$ cat config.mk
export PLATFORM = sky130hd
export DESIGN_NAME = tl_a_channel_arbiter
export DESIGN_NICKNAME = d
export VERILOG_FILES = /design/src/rtl/tl_a_channel_arbiter.sv
export SDC_FILE = /design/constraint.sdc
export NUM_CORES = 1
export LEC_CHECK = 0
export CORE_AREA = 2 2 236 238
export CTS_CLUSTER_DIAMETER = 200
export DETAILED_ROUTE_END_ITERATION = 10
export DIE_AREA = 0 0 238 240
export GPL_TIMING_DRIVEN = 0
export HOLD_SLACK_MARGIN = 0.12
export SYNTH_ARGS = -nofsm -noshare
export SYNTH_HDL_FRONTEND = slang
export SYNTH_SLANG_ARGS = --single-unit
$ cat constraint.sdc
create_clock -name clock -period 4.39 [get_ports clock]
set_input_delay 0.878 -clock clock [delete_from_list [all_inputs] [get_ports clock]]
set_output_delay 0.878 -clock clock [all_outputs]
set_load 0.02 [all_outputs]
$ cat src/rtl/tl_a_channel_arbiter.sv
// Two-requester TileLink-UH arbiter: round-robin A grant locked across Put bursts,
// D routing by source tag, per-requester outstanding limit. Optional logging: TL_ARB_MONITOR_EN.
module tl_a_channel_arbiter #(
    parameter int ADDR_W          = 32,
    parameter int DATA_W          = 64,
    parameter int SRC_W           = 2,
    parameter int MAX_OUTSTANDING = 4
) (
    input  logic                  clock,
    input  logic                  reset,
    input  logic                  r0_a_valid,
    output logic                  r0_a_ready,
    input  logic [2:0]            r0_a_bits_opcode,
    input  logic [2:0]            r0_a_bits_param,
    input  logic [3:0]            r0_a_bits_size,
    input  logic [SRC_W-1:0]      r0_a_bits_source,
    input  logic [ADDR_W-1:0]     r0_a_bits_address,
    input  logic [DATA_W/8-1:0]   r0_a_bits_mask,
    input  logic [DATA_W-1:0]     r0_a_bits_data,
    output logic                  r0_d_valid,
    input  logic                  r0_d_ready,
    output logic [2:0]            r0_d_bits_opcode,
    output logic [1:0]            r0_d_bits_param,
    output logic [3:0]            r0_d_bits_size,
    output logic [SRC_W-1:0]      r0_d_bits_source,
    output logic [1:0]            r0_d_bits_sink,
    output logic                  r0_d_bits_denied,
    output logic                  r0_d_bits_corrupt,
    output logic [DATA_W-1:0]     r0_d_bits_data,
    input  logic                  r1_a_valid,
    output logic                  r1_a_ready,
    input  logic [2:0]            r1_a_bits_opcode,
    input  logic [2:0]            r1_a_bits_param,
    input  logic [3:0]            r1_a_bits_size,
    input  logic [SRC_W-1:0]      r1_a_bits_source,
    input  logic [ADDR_W-1:0]     r1_a_bits_address,
    input  logic [DATA_W/8-1:0]   r1_a_bits_mask,
    input  logic [DATA_W-1:0]     r1_a_bits_data,
    output logic                  r1_d_valid,
    input  logic                  r1_d_ready,
    output logic [2:0]            r1_d_bits_opcode,
    output logic [1:0]            r1_d_bits_param,
    output logic [3:0]            r1_d_bits_size,
    output logic [SRC_W-1:0]      r1_d_bits_source,
    output logic [1:0]            r1_d_bits_sink,
    output logic                  r1_d_bits_denied,
    output logic                  r1_d_bits_corrupt,
    output logic [DATA_W-1:0]     r1_d_bits_data,
    output logic                  a_valid,
    input  logic                  a_ready,
    output logic [2:0]            a_bits_opcode,
    output logic [2:0]            a_bits_param,
    output logic [3:0]            a_bits_size,
    output logic [SRC_W:0]        a_bits_source,
    output logic [ADDR_W-1:0]     a_bits_address,
    output logic [DATA_W/8-1:0]   a_bits_mask,
    output logic [DATA_W-1:0]     a_bits_data,
    input  logic                  d_valid,
    output logic                  d_ready,
    input  logic [2:0]            d_bits_opcode,
    input  logic [1:0]            d_bits_param,
    input  logic [3:0]            d_bits_size,
    input  logic [SRC_W:0]        d_bits_source,
    input  logic [1:0]            d_bits_sink,
    input  logic                  d_bits_denied,
    input  logic                  d_bits_corrupt,
    input  logic [DATA_W-1:0]     d_bits_data,
    output logic [1:0]            gnt
);
    localparam int MASK_W    = DATA_W / 8;
    localparam int OUT_W     = 4;
    localparam int BCNT_W    = 16;
    localparam logic [3:0] BEAT_SIZE = 4'($clog2(MASK_W));

    typedef enum logic {ST_IDLE, ST_LOCK} state_e;

    logic                req_valid   [2];
    logic [2:0]          req_opcode  [2];
    logic [2:0]          req_param   [2];
    logic [3:0]          req_size    [2];
    logic [SRC_W-1:0]    req_source  [2];
    logic [ADDR_W-1:0]   req_address [2];
    logic [MASK_W-1:0]   req_mask    [2];
    logic [DATA_W-1:0]   req_data    [2];
    logic                req_ready   [2];
    logic                rsp_valid   [2];
    logic                rsp_ready   [2];
    logic                elig        [2];

    assign req_valid   = '{r0_a_valid, r1_a_valid};
    assign req_opcode  = '{r0_a_bits_opcode, r1_a_bits_opcode};
    assign req_param   = '{r0_a_bits_param, r1_a_bits_param};
    assign req_size    = '{r0_a_bits_size, r1_a_bits_size};
    assign req_source  = '{r0_a_bits_source, r1_a_bits_source};
    assign req_address = '{r0_a_bits_address, r1_a_bits_address};
    assign req_mask    = '{r0_a_bits_mask, r1_a_bits_mask};
    assign req_data    = '{r0_a_bits_data, r1_a_bits_data};
    assign rsp_ready   = '{r0_d_ready, r1_d_ready};
    assign r0_a_ready  = req_ready[0];
    assign r1_a_ready  = req_ready[1];
    assign r0_d_valid  = rsp_valid[0];
    assign r1_d_valid  = rsp_valid[1];

    state_e              state_q, state_d;
    logic                rr_q, rr_d;
    logic                lock_q, lock_d;
    logic [BCNT_W-1:0]   beat_q, beat_d;
    logic                sel, sel_valid, a_fire, a_first_fire, a_multi;
    logic [BCNT_W-1:0]   a_beats_m1;

    // While locked the owner keeps the bus even if the other side is eligible.
    always_comb begin
        sel       = 1'b0;
        sel_valid = 1'b0;
        if (state_q == ST_LOCK) begin
            sel       = lock_q;
            sel_valid = req_valid[lock_q];
        end else if (elig[0] && elig[1]) begin
            sel       = rr_q;
            sel_valid = 1'b1;
        end else if (elig[0]) begin
            sel_valid = 1'b1;
        end else if (elig[1]) begin
            sel       = 1'b1;
            sel_valid = 1'b1;
        end
    end

    assign a_valid        = sel_valid && !reset;
    assign a_fire         = a_valid && a_ready;
    assign a_first_fire   = a_fire && (state_q == ST_IDLE);
    assign a_bits_opcode  = req_opcode[sel];
    assign a_bits_param   = req_param[sel];
    assign a_bits_size    = req_size[sel];
    assign a_bits_source  = {sel, req_source[sel]};
    assign a_bits_address = req_address[sel];
    assign a_bits_mask    = req_mask[sel];
    assign a_bits_data    = req_data[sel];
    assign gnt            = a_valid ? {sel, ~sel} : 2'b00;
    assign a_multi        = (a_bits_opcode == 3'd0 || a_bits_opcode == 3'd1) && (a_bits_size > BEAT_SIZE);
    assign a_beats_m1     = (BCNT_W'(1) << (a_bits_size - BEAT_SIZE)) - BCNT_W'(1);

    always_comb begin
        state_d = state_q;
        rr_d    = rr_q;
        lock_d  = lock_q;
        beat_d  = beat_q;
        case (state_q)
            ST_IDLE: if (a_fire) begin
                if (a_multi) begin
                    state_d = ST_LOCK;
                    lock_d  = sel;
                    beat_d  = a_beats_m1;
                end else begin
                    rr_d = ~sel;
                end
            end
            ST_LOCK: if (a_fire) begin
                beat_d = beat_q - BCNT_W'(1);
                if (beat_q == BCNT_W'(1)) begin
                    state_d = ST_IDLE;
                    rr_d    = ~lock_q;
                end
            end
            default: state_d = ST_IDLE;
        endcase
    end

    always_ff @(posedge clock) begin
        if (reset) begin
            state_q <= ST_IDLE;
            rr_q    <= 1'b0;
            lock_q  <= 1'b0;
            beat_q  <= '0;
        end else begin
            state_q <= state_d;
            rr_q    <= rr_d;
            lock_q  <= lock_d;
            beat_q  <= beat_d;
        end
    end

    logic              d_idx, d_fire, d_multi;
    logic [BCNT_W-1:0] d_beats_m1;

    assign d_idx      = d_bits_source[SRC_W];
    assign d_ready    = rsp_ready[d_idx] && !reset;
    assign d_fire     = d_valid && d_ready;
    assign d_multi    = (d_bits_opcode == 3'd1) && (d_bits_size > BEAT_SIZE);
    assign d_beats_m1 = (BCNT_W'(1) << (d_bits_size - BEAT_SIZE)) - BCNT_W'(1);

    assign r0_d_bits_opcode  = d_bits_opcode;
    assign r0_d_bits_param   = d_bits_param;
    assign r0_d_bits_size    = d_bits_size;
    assign r0_d_bits_source  = d_bits_source[SRC_W-1:0];
    assign r0_d_bits_sink    = d_bits_sink;
    assign r0_d_bits_denied  = d_bits_denied;
    assign r0_d_bits_corrupt = d_bits_corrupt;
    assign r0_d_bits_data    = d_bits_data;
    assign r1_d_bits_opcode  = d_bits_opcode;
    assign r1_d_bits_param   = d_bits_param;
    assign r1_d_bits_size    = d_bits_size;
    assign r1_d_bits_source  = d_bits_source[SRC_W-1:0];
    assign r1_d_bits_sink    = d_bits_sink;
    assign r1_d_bits_denied  = d_bits_denied;
    assign r1_d_bits_corrupt = d_bits_corrupt;
    assign r1_d_bits_data    = d_bits_data;

    generate
        for (genvar gi = 0; gi < 2; gi++) begin : g_req
            logic [OUT_W-1:0]  out_q, out_d;
            logic [BCNT_W-1:0] dbeat_q, dbeat_d;
            logic              d_hit, d_last, inc, dec;

            assign elig[gi]      = req_valid[gi] && (out_q < OUT_W'(MAX_OUTSTANDING));
            assign req_ready[gi] = a_valid && (sel == 1'(gi)) && a_ready;
            assign rsp_valid[gi] = d_valid && (d_idx == 1'(gi)) && !reset;
            assign d_hit         = d_fire && (d_idx == 1'(gi));
            // dbeat_q == 0 means the next D beat starts a new message.
            assign d_last        = d_hit && ((dbeat_q == '0) ? !d_multi : (dbeat_q == BCNT_W'(1)));
            assign inc           = a_first_fire && (sel == 1'(gi));
            assign dec           = d_last;

            always_comb begin
                dbeat_d = dbeat_q;
                out_d   = out_q;
                if (d_hit) begin
                    dbeat_d = (dbeat_q == '0) ? (d_multi ? d_beats_m1 : '0) : dbeat_q - BCNT_W'(1);
                end
                if (inc && !dec && out_q < OUT_W'(MAX_OUTSTANDING)) begin
                    out_d = out_q + OUT_W'(1);
                end else if (dec && !inc && out_q != '0) begin
                    out_d = out_q - OUT_W'(1);
                end
            end

            always_ff @(posedge clock) begin
                if (reset) begin
                    out_q   <= '0;
                    dbeat_q <= '0;
                end else begin
                    out_q   <= out_d;
                    dbeat_q <= dbeat_d;
                end
            end

`ifdef TL_ARB_MONITOR_EN
            always_ff @(posedge clock) begin
                if (!reset && inc)
                    $display("[I] ARB grant r%0d op=%0d size=%0d addr=0x%0h", gi, a_bits_opcode, a_bits_size, a_bits_address);
                if (!reset && d_last)
                    $display("[I] ARB resp r%0d op=%0d denied=%0d", gi, d_bits_opcode, d_bits_denied);
                if (!reset && dec && !inc && out_q == '0)
                    $display("[E] ARB r%0d D response with no outstanding request", gi);
            end
`endif
        end
    endgenerate

endmodule

### Yosys cells after proc, flatten, opt, wreduce, memory -nomap -nowiden

Cells that the tools add are included.

| storage, ports and cells | value |
|---|---|
| flip-flop bits (word level) | 59 |

| cells by class | value |
|---|---|
| add/sub/neg operators | 11 |
| order comparisons | 7 |
| eq/ne operators | 10 |
| shift operators | 2 |
| muxes and demuxes | 58 |
| bitwise operators | 7 |
| reductions and logical operators | 49 |

Operator list:

| cell | number |
|---|---|
| 2-to-1 mux 64 bit | 3 |
| 2-to-1 mux 16 bit | 6 |
| 2-to-1 mux 32 bit | 3 |
| equality test 16 x 1 -> 1 bit, second input constant | 3 |
| subtractor 16 x 1 -> 16 bit, second input constant | 3 |
| logical AND 1 bit | 32 |
| zero test 16 bit | 2 |
| case mux 16 bit (2 select lines) | 1 |
| left shift 1 x 4 -> 16 bit, first input constant | 2 |
| subtractor 16 x 2 -> 16 bit, second input constant | 2 |
| 2-to-1 mux 4 bit | 7 |
| 2-to-1 mux 8 bit | 3 |
| 2-to-1 mux 1 bit | 23 |
| 2-to-1 mux 3 bit | 6 |
| adder 4 x 1 -> 4 bit, second input constant | 2 |
| greater-than comparator 4 x 2 -> 1 bit, second input constant | 2 |
| less-than comparator 4 x 3 -> 1 bit, second input constant | 2 |
| 2-to-1 mux 2 bit | 4 |
| nonzero test 4 bit | 2 |
| subtractor 4 x 1 -> 4 bit, second input constant | 2 |
| subtractor 4 x 2 -> 4 bit, second input constant | 2 |
| equality test 3 x 1 -> 1 bit, second input constant | 2 |
| greater-or-equal comparator 2 bit, second input constant | 3 |
| zero test 1 bit | 6 |
| 10 further kinds | 21 |

### Logic depth before layout (Yosys ltp)

| depth | value |
|---|---|
| depth in word-level cells | 16 |
| gate-level depth with buffers | 17 |
| depth with buffers taken out | 12 |

### Worst setup path before layout

OpenSTA, ideal clock, no wires.

| path | value |
|---|---|
| path type | input-to-reg |
| from | input r0_a_valid |
| to | register beat_q[6] |
| setup time | 115 ps |
| data arrival time | 3506 ps |
| slack | 769 ps |
| stages | 15 |
| buffers on the path | 4 |
| path through | or4b_4 a21oi_2 inv_2 buf_6 buf_6 buf_2 buf_2 o31ai_1 nand3_1 ha_1 nor3_1 mux2i_1 o221ai_1 a311oi_1 a2111oi_0 |

| on the way | value |
|---|---|
| longest elaborated chain between the ends | 14 |

RTL lines:

| what | RTL line | source |
|---|---|---|
| start: declaration | 11 | `input logic r0_a_valid,` |
| logical AND 1 bit | 215 | `assign elig[gi] = req_valid[gi] && (out_q < OUT_W'(MAX_OUTSTANDING));` |
| 2-to-1 mux 1 bit / logical AND 1 bit (equally long branches) | 121, 118 |  |
| 2-to-1 mux 1 bit | 118 | `end else if (elig[0] && elig[1]) begin` |
| 2-to-1 mux 1 bit | 115 | `if (state_q == ST_LOCK) begin` |
| NOT 1 -> 2 bit (implied by the code) | 132, 134 |  |
| 2-to-1 mux 4 bit (implied by the code) (3 in a row) | 134 | `assign a_bits_size = req_size[sel];` |
| subtractor 4 x 2 -> 4 bit | 141 | `assign a_beats_m1 = (BCNT_W'(1) << (a_bits_size - BEAT_SIZE)) - BCNT_W'(1);` |
| left shift 1 x 4 -> 16 bit | 141 |  |
| subtractor 16 x 2 -> 16 bit | 141 |  |
| 2-to-1 mux 16 bit | 150 | `if (a_multi) begin` |
| 2-to-1 mux 16 bit | 149 | `ST_IDLE: if (a_fire) begin` |
| case mux 16 bit (2 select lines) | 148 | `case (state_q)` |
| end signal: assignment | 179 | `beat_q <= beat_d;` |
| end: declaration | 107 | `logic [BCNT_W-1:0] beat_q, beat_d;` |

Parallel ways exist; a longest one is shown, timed or not. The select of a mux whose other input is x is not followed.
A chain may end at the register's enable or synchronous reset.

### Worst setup path after layout

| path | value |
|---|---|
| from | input r1_a_valid |
| to | output gnt[1] |

| on the way | value |
|---|---|
| longest elaborated chain between the ends | 7 |

RTL lines:

| what | RTL line | source |
|---|---|---|
| start: declaration | 30 | `input logic r1_a_valid,` |
| logical AND 1 bit | 215 |  |
| 2-to-1 mux 1 bit | 123 | `end else if (elig[1]) begin` |
| 2-to-1 mux 1 bit | 121 | `end else if (elig[0]) begin` |
| 2-to-1 mux 1 bit | 118 |  |
| 2-to-1 mux 1 bit | 115 |  |
| logical AND 1 bit | 129 | `assign a_valid = sel_valid && !reset;` |
| 2-to-1 mux 2 bit * | 139 | `assign gnt = a_valid ? {sel, ~sel} : 2'b00;` |
| end: declaration | 68 | `output logic [1:0] gnt` |

Every way passes the cells marked *; elsewhere a longest branch is shown, timed or not. The select of a mux whose other input is x is not followed.

==> results_dict.tcl <==
set metrics [dict create \
    drtPass1Iterations 6 \
    layout.nets 2073 \
    grt-ovfl-total 0 \
    layout_common_cells "clkdlybuf4s50_1, nand2_1, buf_4, dlygate4sd2_1, nor2_1" \
    setup_ws_ns -0.08023 \
    cp.required_ns 3.51 \
    worstMarginPinSlew_ns 1.415 \
    finalPower_mw 3.713 \
    syn2layout_area_growth_pct 86.17 \
    cts_max_level 3 \
    crit_family "simple AND/OR/NAND/NOR gates" \
    whs_path_depth 2 \
    r2r_cells 12 \
    ir_drop_mv 0.1514 \
    die_w_um 238 \
    critPathSlowestCell "nor4_1" \
    grt_max_degree 11 \
    cts_tree "done" \
    syn-num-nets 1532 \
    dr.first_iter.drc_count 836 \
    drcViolationCount 0 \
    dp_hpwl_um 38220 \
    finalMaxSlewViolations 0 \
    cp_slowest_stage_delay_ns 1.17 \
    synth_enable_flop_cells 0 \
    numCtsBuffers 9 \
    final_common_cell "clkdlybuf4s50_1" \
    ant_nets 0 \
    cp.arrival_ns 3.59 \
    cts_root_buffer "clkbuf_16" \
    path_class "input pin to output port" \
    num_vias 10370 \
    netlist_area_um2 7546 \
    hold_ws_ns 0.4797 \
    setup_viol 3 \
    cp.depth 6 \
    min-delay-start "beat_q[1]" \
    path_common_cell "clkdlybuf4s50_1" \
    core_um2 54660 \
    grt_pass1_vias 9562 \
    ioPinCount 603 \
    wl_um 45110 \
    ys_types 87 \
    fin_crit_sh 1.018 \
    r2r_slack_ns 0.45 \
    cts-root-to-sink-buffers 2 \
    fp-row-count 86 \
    rr_startpoint "g_req[0].out_q[2]" \
    clk_latency_ns 0.33 \
    worst-path-max-fanout 7 \
    relSlewSlack 0.04804 \
    ys.flop_type "dfxtp_1" \
    end_kind "output port" \
    drv_cap 0 \
    r2r_end "beat_q[6]" \
    power.density_nw_per_um2 264.3 \
    routedWlPerCell_um 18.47 \
    antenna_found_initial 6 \
    async_reset_ff_frac 0 \
    die_height_um 240 \
    clk_pin_slew_ns 0.05 \
    start_util 0.1380 \
    viasPerCell 4.244 \
    cp.buffers_inverters 3 \
    min_period_ns 4.470 \
    crit_path_start_kind "input pin" \
    gp_congestion 0.8686 \
    whs_endpoint "beat_q[1]" \
    fin_setup_tns_ns -0.1867 \
    crit_chain "clkdlybuf4s50_1 -> nor4b_4 -> buf_4 -> nor4_1 -> nor3_1 -> clkdlybuf4s50_1" \
    rsz0062_at_grt "yes" \
    placed_cell_area_um2 13710 \
    hold_buffers 0 \
    fmax_ghz 0.2237 \
    dieArea_um2 57120 \
    hp-class "flop to flop" \
    grt_pass1_wl_um 61940 \
    drive_gt1_frac 0.1537 \
    ys_seq_area_frac 0.1565 \
    design_area_um2 14050 \
    violations "negative setup slack" \
    syn_area_per_cell_um2 6.331 \
    p_leak_nw 6.132 \
    hold_viol 0 \
    synth_warnings 0 \
    clock-sinks 59 \
    port-buffer-count 528 \
    outcome "complete, but fails checks" \
    synth.ff_latch_count 59 \
    finalClockSkew_ns 0.01593 \
    syn_inst 1192 \
    track_usage 0.1446 \
]
==> worst reg2reg max path, delay by kind of cell (launching register included) <==
kind	cells	cell delay (ns)
compound gates	5	1.47
simple gates	3	1.20
flops	1	0.37
fa+ha+maj	1	0.31
buf+inv	2	0.24
mux	1	0.23
==> final cells by class <==
class	instances	area, um2
Antenna cell	1	2.502
Buffer	225	1659
Clock buffer	10	239.0
Clock inverter	5	53.80
Fill cell	6003	40610
Inverter	19	75.07
Multi-Input combinational cell	889	4787
Sequential cell	59	1181
Tap cell	704	880.8
Timing Repair Buffer	530	5170
==> report_power, final <==
part,internal [mW],leakage [nW],total [mW],switching [mW]
Clock,0.449,0.148,0.710,0.261
Combinational,1.03,5.51,2.39,1.36
Sequential,0.571,0.478,0.614,0.0429
==> cell usage after synthesis, drive strengths merged, types with 4 or more instances <==
cell type	count	share of area
nand2	403	0.20
buf	176	0.17
nor2	68	0.034
dfxtp	59	0.16
o21ai	51	0.034
nor3	50	0.034
clkbuf	49	0.030
a21oi	41	0.028
nand3	23	0.016
ha	18	0.030
inv	17	0.0085
nor4	17	0.014
or4	14	0.014
a31oi	13	0.011
mux2i	12	0.016
a21o	10	0.0099
nand3b	10	0.0099
or3	10	0.0090
xnor2	10	0.012
xor2	10	0.012
a211oi	9	0.0096
and3	9	0.0081
o31ai	9	0.011
o22ai	8	0.0075
a2111oi	7	0.0099
nand2b	6	0.0050
nor3b	6	0.0060
or2	6	0.0050
nor2b	5	0.0041
o31a	5	0.0058
a311oi	4	0.0046
mux2	4	0.0065
nand4	4	0.0033
nor4b	4	0.0075
==> how the worst max path moves through the flow <==
stage,startpoint,to,slack [ns]
3_5_place_dp,r1_a_valid,a_bits_address[21],-1.39
5_1_grt,r1_a_valid,r1_a_ready,-0.14
4_1_cts,r1_a_valid,gnt[1],0.001
2_1_floorplan,r0_a_valid,beat_q[6],0.77
6_report,r1_a_valid,gnt[1],-0.08
3_3_place_gp,r1_a_valid,a_bits_address[25],-1.38
==> what timing repair did <==
action	CTS	global route
setup buffers	2	0
endpoints found under the setup margin	129	40
resized for setup	177	43
==> per-stage QoR <==
stage	std cells	utilization	worst slack, ns
after global routing	2441	0.2570	-0.1378
final	2442	0.2570	-0.08023
after detailed placement	2424	0.2508	-1.385
after global placement	2424	0.2508	-1.375
after floorplan	1192	-	0.7694
after CTS	2441	0.2568	0.001437
==> per-layer routing <==
metal	up-vias	routed length, um	global-route usage
met5	-	54	0
met4	8	1180	0.03996
met3	66	3758	0.03238
met2	551	21820	0.2446
met1	4765	18300	0.1843
li1	4975	-	-
==> state kept, by name (all words and copies together), names as in the netlist <==
signal	cells
beat_q	16
g_req.dbeat_q	32
g_req.out_q	8
lock_q	1
rr_q	1
state_q	1
==> kinds of logic (layout without fill, tap and decap cells) <==
family	count (synthesis)	after routing	synth area share
other	0	1	0
DFF	59	59	0.1565
muxes	16	16	0.02288
and+or+nand+nor	649	649	0.3870
buffers and inverters	244	789	0.2111
AOI/OAI and AO/OA	184	184	0.1642
adders and majority gates	20	20	0.03515
xor gates and xnor gates	20	20	0.02321
(Power assumes the default switching activity.)
